==> src/rtl/nas_vid_pkg.sv <==
// nas_vid_pkg: shared types and constants for the NASCOM 1 video RAM arbiter.
package nas_vid_pkg;
  localparam int VRAM_AW = 10;
  localparam int VID_PERIOD = 8;
  localparam logic [15:0] CPU_BASE = 16'h0800;
  typedef enum logic [2:0] {IDLE, VID_RD, VID_CAP, CPU_RD, CPU_CAP, CPU_WR} arb_state_t;
endpackage

==> src/rtl/nas_sync.sv <==
// nas_sync: N-flop synchroniser with asynchronous active-low reset.
module nas_sync #(
  parameter int N = 2
) (
  input  logic clk,
  input  logic reset_n,
  input  logic d,
  output logic q
);
  logic [N-1:0] s_q;
  always_ff @(posedge clk or negedge reset_n) begin
    if (!reset_n) s_q <= '0;
    else begin
      s_q[0] <= d;
      for (int i = 1; i < N; i++) s_q[i] <= s_q[i-1];
    end
  end
  assign q = s_q[N-1];
endmodule

==> src/rtl/nas_vram_arb.sv <==
// nas_vram_arb: shares the single-port VRAM between display fetches (always first)
// and CPU accesses, which are stalled through cpu_wait_n.
module nas_vram_arb import nas_vid_pkg::*; #(
  parameter int SYNC_STAGES = 2,
  parameter int AW = VRAM_AW
) (
  input  logic          clk,
  input  logic          reset_n,
  input  logic          vid_req,
  input  logic [AW-1:0] vid_addr,
  output logic [7:0]    vid_data,
  output logic          vid_ack,
  output logic          vid_ovf,
  input  logic          vdusel_n,
  input  logic          rd_n,
  input  logic          wr_n,
  input  logic [AW-1:0] cpu_a,
  input  logic [7:0]    cpu_di,
  output logic [7:0]    cpu_do,
  output logic          cpu_wait_n,
  output logic [AW-1:0] ram_a,
  output logic [7:0]    ram_wd,
  input  logic [7:0]    ram_rd,
  output logic          ram_ce,
  output logic          ram_we
);
  arb_state_t state_q, state_d;
  logic strb_s, strb_prev_q, cpu_start, idle, vid_go;
  logic cpu_pend_q, cpu_we_q, vid_pend_q;
  logic [AW-1:0] cpu_a_q, vid_addr_q, ram_a_q;
  logic [7:0] cpu_di_q, vid_data_q, cpu_do_q, ram_wd_q;
  logic vid_ack_q, vid_ovf_q, cpu_wait_n_q, ram_ce_q, ram_we_q;

  nas_sync #(.N(SYNC_STAGES)) u_sync (
    .clk(clk), .reset_n(reset_n), .d(~vdusel_n & (~rd_n | ~wr_n)), .q(strb_s)
  );

  assign cpu_start = strb_s & ~strb_prev_q;
  assign idle = state_q == IDLE;
  assign vid_go = idle & (vid_req | vid_pend_q);

  always_comb begin
    state_d = IDLE;
    state_d = idle ? (vid_go ? VID_RD : cpu_pend_q ? (cpu_we_q ? CPU_WR : CPU_RD) : IDLE)
            : state_q == VID_RD ? VID_CAP
            : state_q == CPU_RD ? CPU_CAP
            : IDLE;
  end

  always_ff @(posedge clk or negedge reset_n) begin
    if (!reset_n) begin
      state_q <= IDLE;
      strb_prev_q <= 1'b0;
      cpu_pend_q <= 1'b0;
      cpu_we_q <= 1'b0;
      cpu_a_q <= '0;
      cpu_di_q <= '0;
      vid_pend_q <= 1'b0;
      vid_addr_q <= '0;
      vid_data_q <= '0;
      vid_ack_q <= 1'b0;
      vid_ovf_q <= 1'b0;
      cpu_do_q <= '0;
      cpu_wait_n_q <= 1'b1;
      ram_a_q <= '0;
      ram_wd_q <= '0;
      ram_ce_q <= 1'b0;
      ram_we_q <= 1'b0;
    end else begin
      state_q <= state_d;
      strb_prev_q <= strb_s;
      vid_ack_q <= state_q == VID_CAP;
      if (state_q == VID_CAP) vid_data_q <= ram_rd;
      if (state_q == CPU_CAP) cpu_do_q <= ram_rd;
      // An idle FSM consumes the pending fetch, so a same-cycle request becomes the new pending one
      vid_pend_q <= idle ? (vid_pend_q & vid_req) : (vid_pend_q | vid_req);
      if (vid_req && (vid_pend_q == idle)) vid_addr_q <= vid_addr;
      if (vid_req && vid_pend_q && !idle) vid_ovf_q <= 1'b1;
      if (cpu_start) begin
        cpu_pend_q <= 1'b1;
        cpu_wait_n_q <= 1'b0;
        cpu_a_q <= cpu_a;
        cpu_di_q <= cpu_di;
        cpu_we_q <= ~wr_n;
      end else if (state_q == CPU_CAP || state_q == CPU_WR) begin
        cpu_pend_q <= 1'b0;
        cpu_wait_n_q <= 1'b1;
      end
      ram_ce_q <= state_d inside {VID_RD, CPU_RD, CPU_WR};
      ram_we_q <= state_d == CPU_WR;
      if (state_d == VID_RD) ram_a_q <= vid_pend_q ? vid_addr_q : vid_addr;
      if (state_d == CPU_RD || state_d == CPU_WR) ram_a_q <= cpu_a_q;
      if (state_d == CPU_WR) ram_wd_q <= cpu_di_q;
    end
  end

  assign vid_data = vid_data_q;
  assign vid_ack = vid_ack_q;
  assign vid_ovf = vid_ovf_q;
  assign cpu_do = cpu_do_q;
  assign cpu_wait_n = cpu_wait_n_q;
  assign ram_a = ram_a_q;
  assign ram_wd = ram_wd_q;
  assign ram_ce = ram_ce_q;
  assign ram_we = ram_we_q;
endmodule

==> config.mk <==
export PLATFORM = sky130hd
export DESIGN_NAME = nas_vram_arb
export DESIGN_NICKNAME = d
export VERILOG_FILES = /design/src/rtl/nas_vid_pkg.sv /design/src/rtl/nas_sync.sv /design/src/rtl/nas_vram_arb.sv
export SDC_FILE = /design/constraint.sdc
export NUM_CORES = 1
export LEC_CHECK = 0
export BUFFER_PORTS_ARGS = -buffer_cell sky130_fd_sc_hd__buf_2
export CAP_MARGIN = 20
export CORE_UTILIZATION = 55
export DETAILED_ROUTE_END_ITERATION = 10
export PLACE_DENSITY = 0.83
export SYNTH_ARGS = -nofsm -noshare
export SYNTH_HDL_FRONTEND = slang
export SYNTH_SLANG_ARGS = --single-unit
==> constraint.sdc <==
create_clock -name clk -period 5 [get_ports clk]
set_clock_uncertainty 0.05 [all_clocks]
set_input_delay 0.5 -clock clk [delete_from_list [all_inputs] [get_ports clk]]
set_output_delay 0.5 -clock clk [all_outputs]
set_load 0.01 [all_outputs]
==> impl_metrics.env <==
export IMPL_status="finished, final reports clean"
export IMPL_syn_area_um2=2970
export IMPL_die_h_um=75.5
export IMPL_cp_start_kind="flip-flop"
export IMPL_fmax_mhz=518
export IMPL_drc=0
export IMPL_wl_per_cell_um=14.6
export IMPL_relSlewSlack=0.270
export IMPL_grt_overflow=0
export IMPL_crit_type="flip-flop to flip-flop"
export IMPL_die_w_um=75.5
export IMPL_post_cts_resized=0
export IMPL_cts_num_sinks=76
export IMPL_vias_per_cell=5.17
export IMPL_vias=1841
export IMPL_die_area_um2=5700
export IMPL_yosys_top_cells_area="dfrtp_1 63%, mux2_2 20%, a221o_1 3.4%"
export IMPL_synth_top_area_share=0.632
export IMPL_clock_path_buffers=2
export IMPL_worstReg2RegEnd="vid_addr_q[1]$_DFFE_PN0P_"
export IMPL_stdcell_count=356
export IMPL_layout_drive_gt1_share=0.542
export IMPL_ys_seq_area_frac=0.641
export IMPL_yosys_warnings=0
export IMPL_crit_start="vid_pend_q$_DFF_PN0_"
export IMPL_syn_avg_cell_area_um2=15.0
export IMPL_rsz0062_at_grt="no"
export IMPL_p_per_area_nw_per_um2=622
export IMPL_cts_tree="yes"
export IMPL_worstPathMaxFanout=15
export IMPL_peakVddDrop_mv=0.346
export IMPL_worstPathArrival_ps=2090
export IMPL_mostFrequentLayoutCells="79 x buf_2, 75 x dfrtp_1, 52 x mux2_2"
export IMPL_grt_pass1_vias=1759
export IMPL_synth_area_leader_cell="dfrtp_1"
export IMPL_r2r_slack_ps=3070
export IMPL_r2r_cells=3
export IMPL_cts_max_level=3
export IMPL_max_cap_violations=0
export IMPL_drt_first_pass_iters=4
export IMPL_nNetsFinal=323
export IMPL_fp_row_count=26
export IMPL_routed_wl_um=5200
export IMPL_hpwl_um=3610
export IMPL_syn_instance_count=198
export IMPL_finalMaxSlewViolations=0
export IMPL_antenna_found_initial=0
export IMPL_setup_tns_final_ps=0
export IMPL_cts_root_buf="clkbuf_8"
export IMPL_gp_congestion=0.736
export IMPL_drt_iter0_markers=86
export IMPL_antenna_cells=0
export IMPL_areaGrowthSynthToFinish_pct=22.6
export IMPL_port_buffers=80
export IMPL_grt_max_degree=77
export IMPL_hold_viol=0
export IMPL_grt_pass1_wl_um=8090
export IMPL_hold_path_class="input pin to asynchronous set/reset pin"
export IMPL_coreArea_um2=5140
export IMPL_synth_fp_nets=240
export IMPL_ios=81
export IMPL_layout_min_cycle_time_ps=1930
export IMPL_final_common_cell="buf_2"
export IMPL_worst_ep_required_time_ps=5160
export IMPL_antenna_left=0
export IMPL_numCtsBuffers=9
export IMPL_cts_setup_buffers=0
export IMPL_dpl_cell_count=340
export IMPL_grt_usage=0.197
export IMPL_worst_pin_slew_ps=1090
export IMPL_synth_seq_cells=76
export IMPL_cts_hold_buf=0
export IMPL_clk_latency_ps=330
export IMPL_ys_types=25
export IMPL_setup_violations_final=0
export IMPL_fin_crit_sh=0.386
export IMPL_leakage_uw=0.00174
export IMPL_clk_pin_slew_ps=80
export IMPL_start_util=0.578
export IMPL_r2r_start="vid_pend_q$_DFF_PN0_"
export IMPL_crit_path_end_kind="flip-flop"
-- worst max path at each step --
stage	endpoint	slack (ps)
after global routing	ram_wd[0]$_DFFE_PN0P_	2900
after floorplan	vid_addr_q[0]$_DFFE_PN0P_	3320
final	vid_addr_q[1]$_DFFE_PN0P_	3070
after global placement	ram_wd[0]$_DFFE_PN0P_	3090
after detailed placement	vid_addr_q[9]$_DFFE_PN0P_	3060
after CTS	vid_addr_q[1]$_DFFE_PN0P_	3050
-- worst max-delay path: stages (launching register included) --
cell,delay (ps)
dfrtp_1,740
nand2_1,240
mux2i_4,400
mux2_2,380
-- synth_stat cells --
library cell,number
a21o_1,1
mux2_2,52
mux2i_1,10
nand2_1,2
inv_1,4
and2_1,1
or3_4,1
nor3_1,13
nand3b_1,1
o21bai_1,1
dfrtp_1,75
buf_2,3
a21oi_1,4
nor3b_2,1
a221o_1,10
nor3b_1,2
o21ai_0,1
nand2b_1,3
inv_2,1
dfstp_2,1
clkbuf_1,6
nor2b_1,1
nand3_1,1
mux2i_4,1
nor2_1,2
-- area by class of cell --
class                   count  area, um^2
flip-flops and latches     76        1900
fillers                   392        1500
multi-input cells         108        1010
repair buffers             81         410
clock buffers              10         138
well taps                  70        87.6
clock inverters             6        71.3
inverters                   5        18.8
-- metal layers --
| layer | track usage | routed length [um] | up-vias | share of wire |
|---|---|---|---|---|
| met4 | 0.0802 | 36 | 0 | 0.0069 |
| met1 | 0.276 | 2390 | 888 | 0.46 |
| met3 | 0.0516 | 296 | 4 | 0.057 |
| li1 | - | - | 887 | - |
| met2 | 0.297 | 2480 | 62 | 0.48 |
| met5 | 0 | 0 | - | 0 |
-- stage by stage --
step / hold slack (ps) / setup WS, ps / power [uW] / utilization / cell area, um^2
finish: 252 / 3070 / 2270 / 0.709 / 3640
global route: 244 / 2900 / 2420 / 0.709 / 3640
CTS: 235 / 3050 / 2290 / 0.709 / 3640
detailed placement: 294 / 3060 / 1810 / 0.668 / 3430
global placement: 287 / 3090 / 1780 / 0.668 / 3430
floorplan: 154 / 3320 / 1540 / - / 2970
-- registers in the layout, summed over array words and instances, names as in the netlist --
register / cells
cpu_a_q: 10
cpu_di_q: 8
cpu_do: 8
cpu_pend_q: 1
cpu_wait_n: 1
cpu_we_q: 1
ram_a: 10
ram_ce: 1
ram_wd: 8
ram_we: 1
state_q: 3
strb_prev_q: 1
u_sync.s_q: 2
vid_ack: 1
vid_addr_q: 10
vid_data: 8
vid_ovf: 1
vid_pend_q: 1
-- report_power, final --
part           switching (uW)  internal [uW]
Clock                     226            248
Combinational             358            425
Sequential                149            858
Total                     734           1530
-- kinds of logic after synthesis --
group,after synthesis,share of synthesized area
compound gates,17,0.0472
buf+inv,14,0.0190
flops,76,0.641
mux,63,0.238
simple gates,28,0.0548
Note: power is estimated with default switching activity, not from simulation.
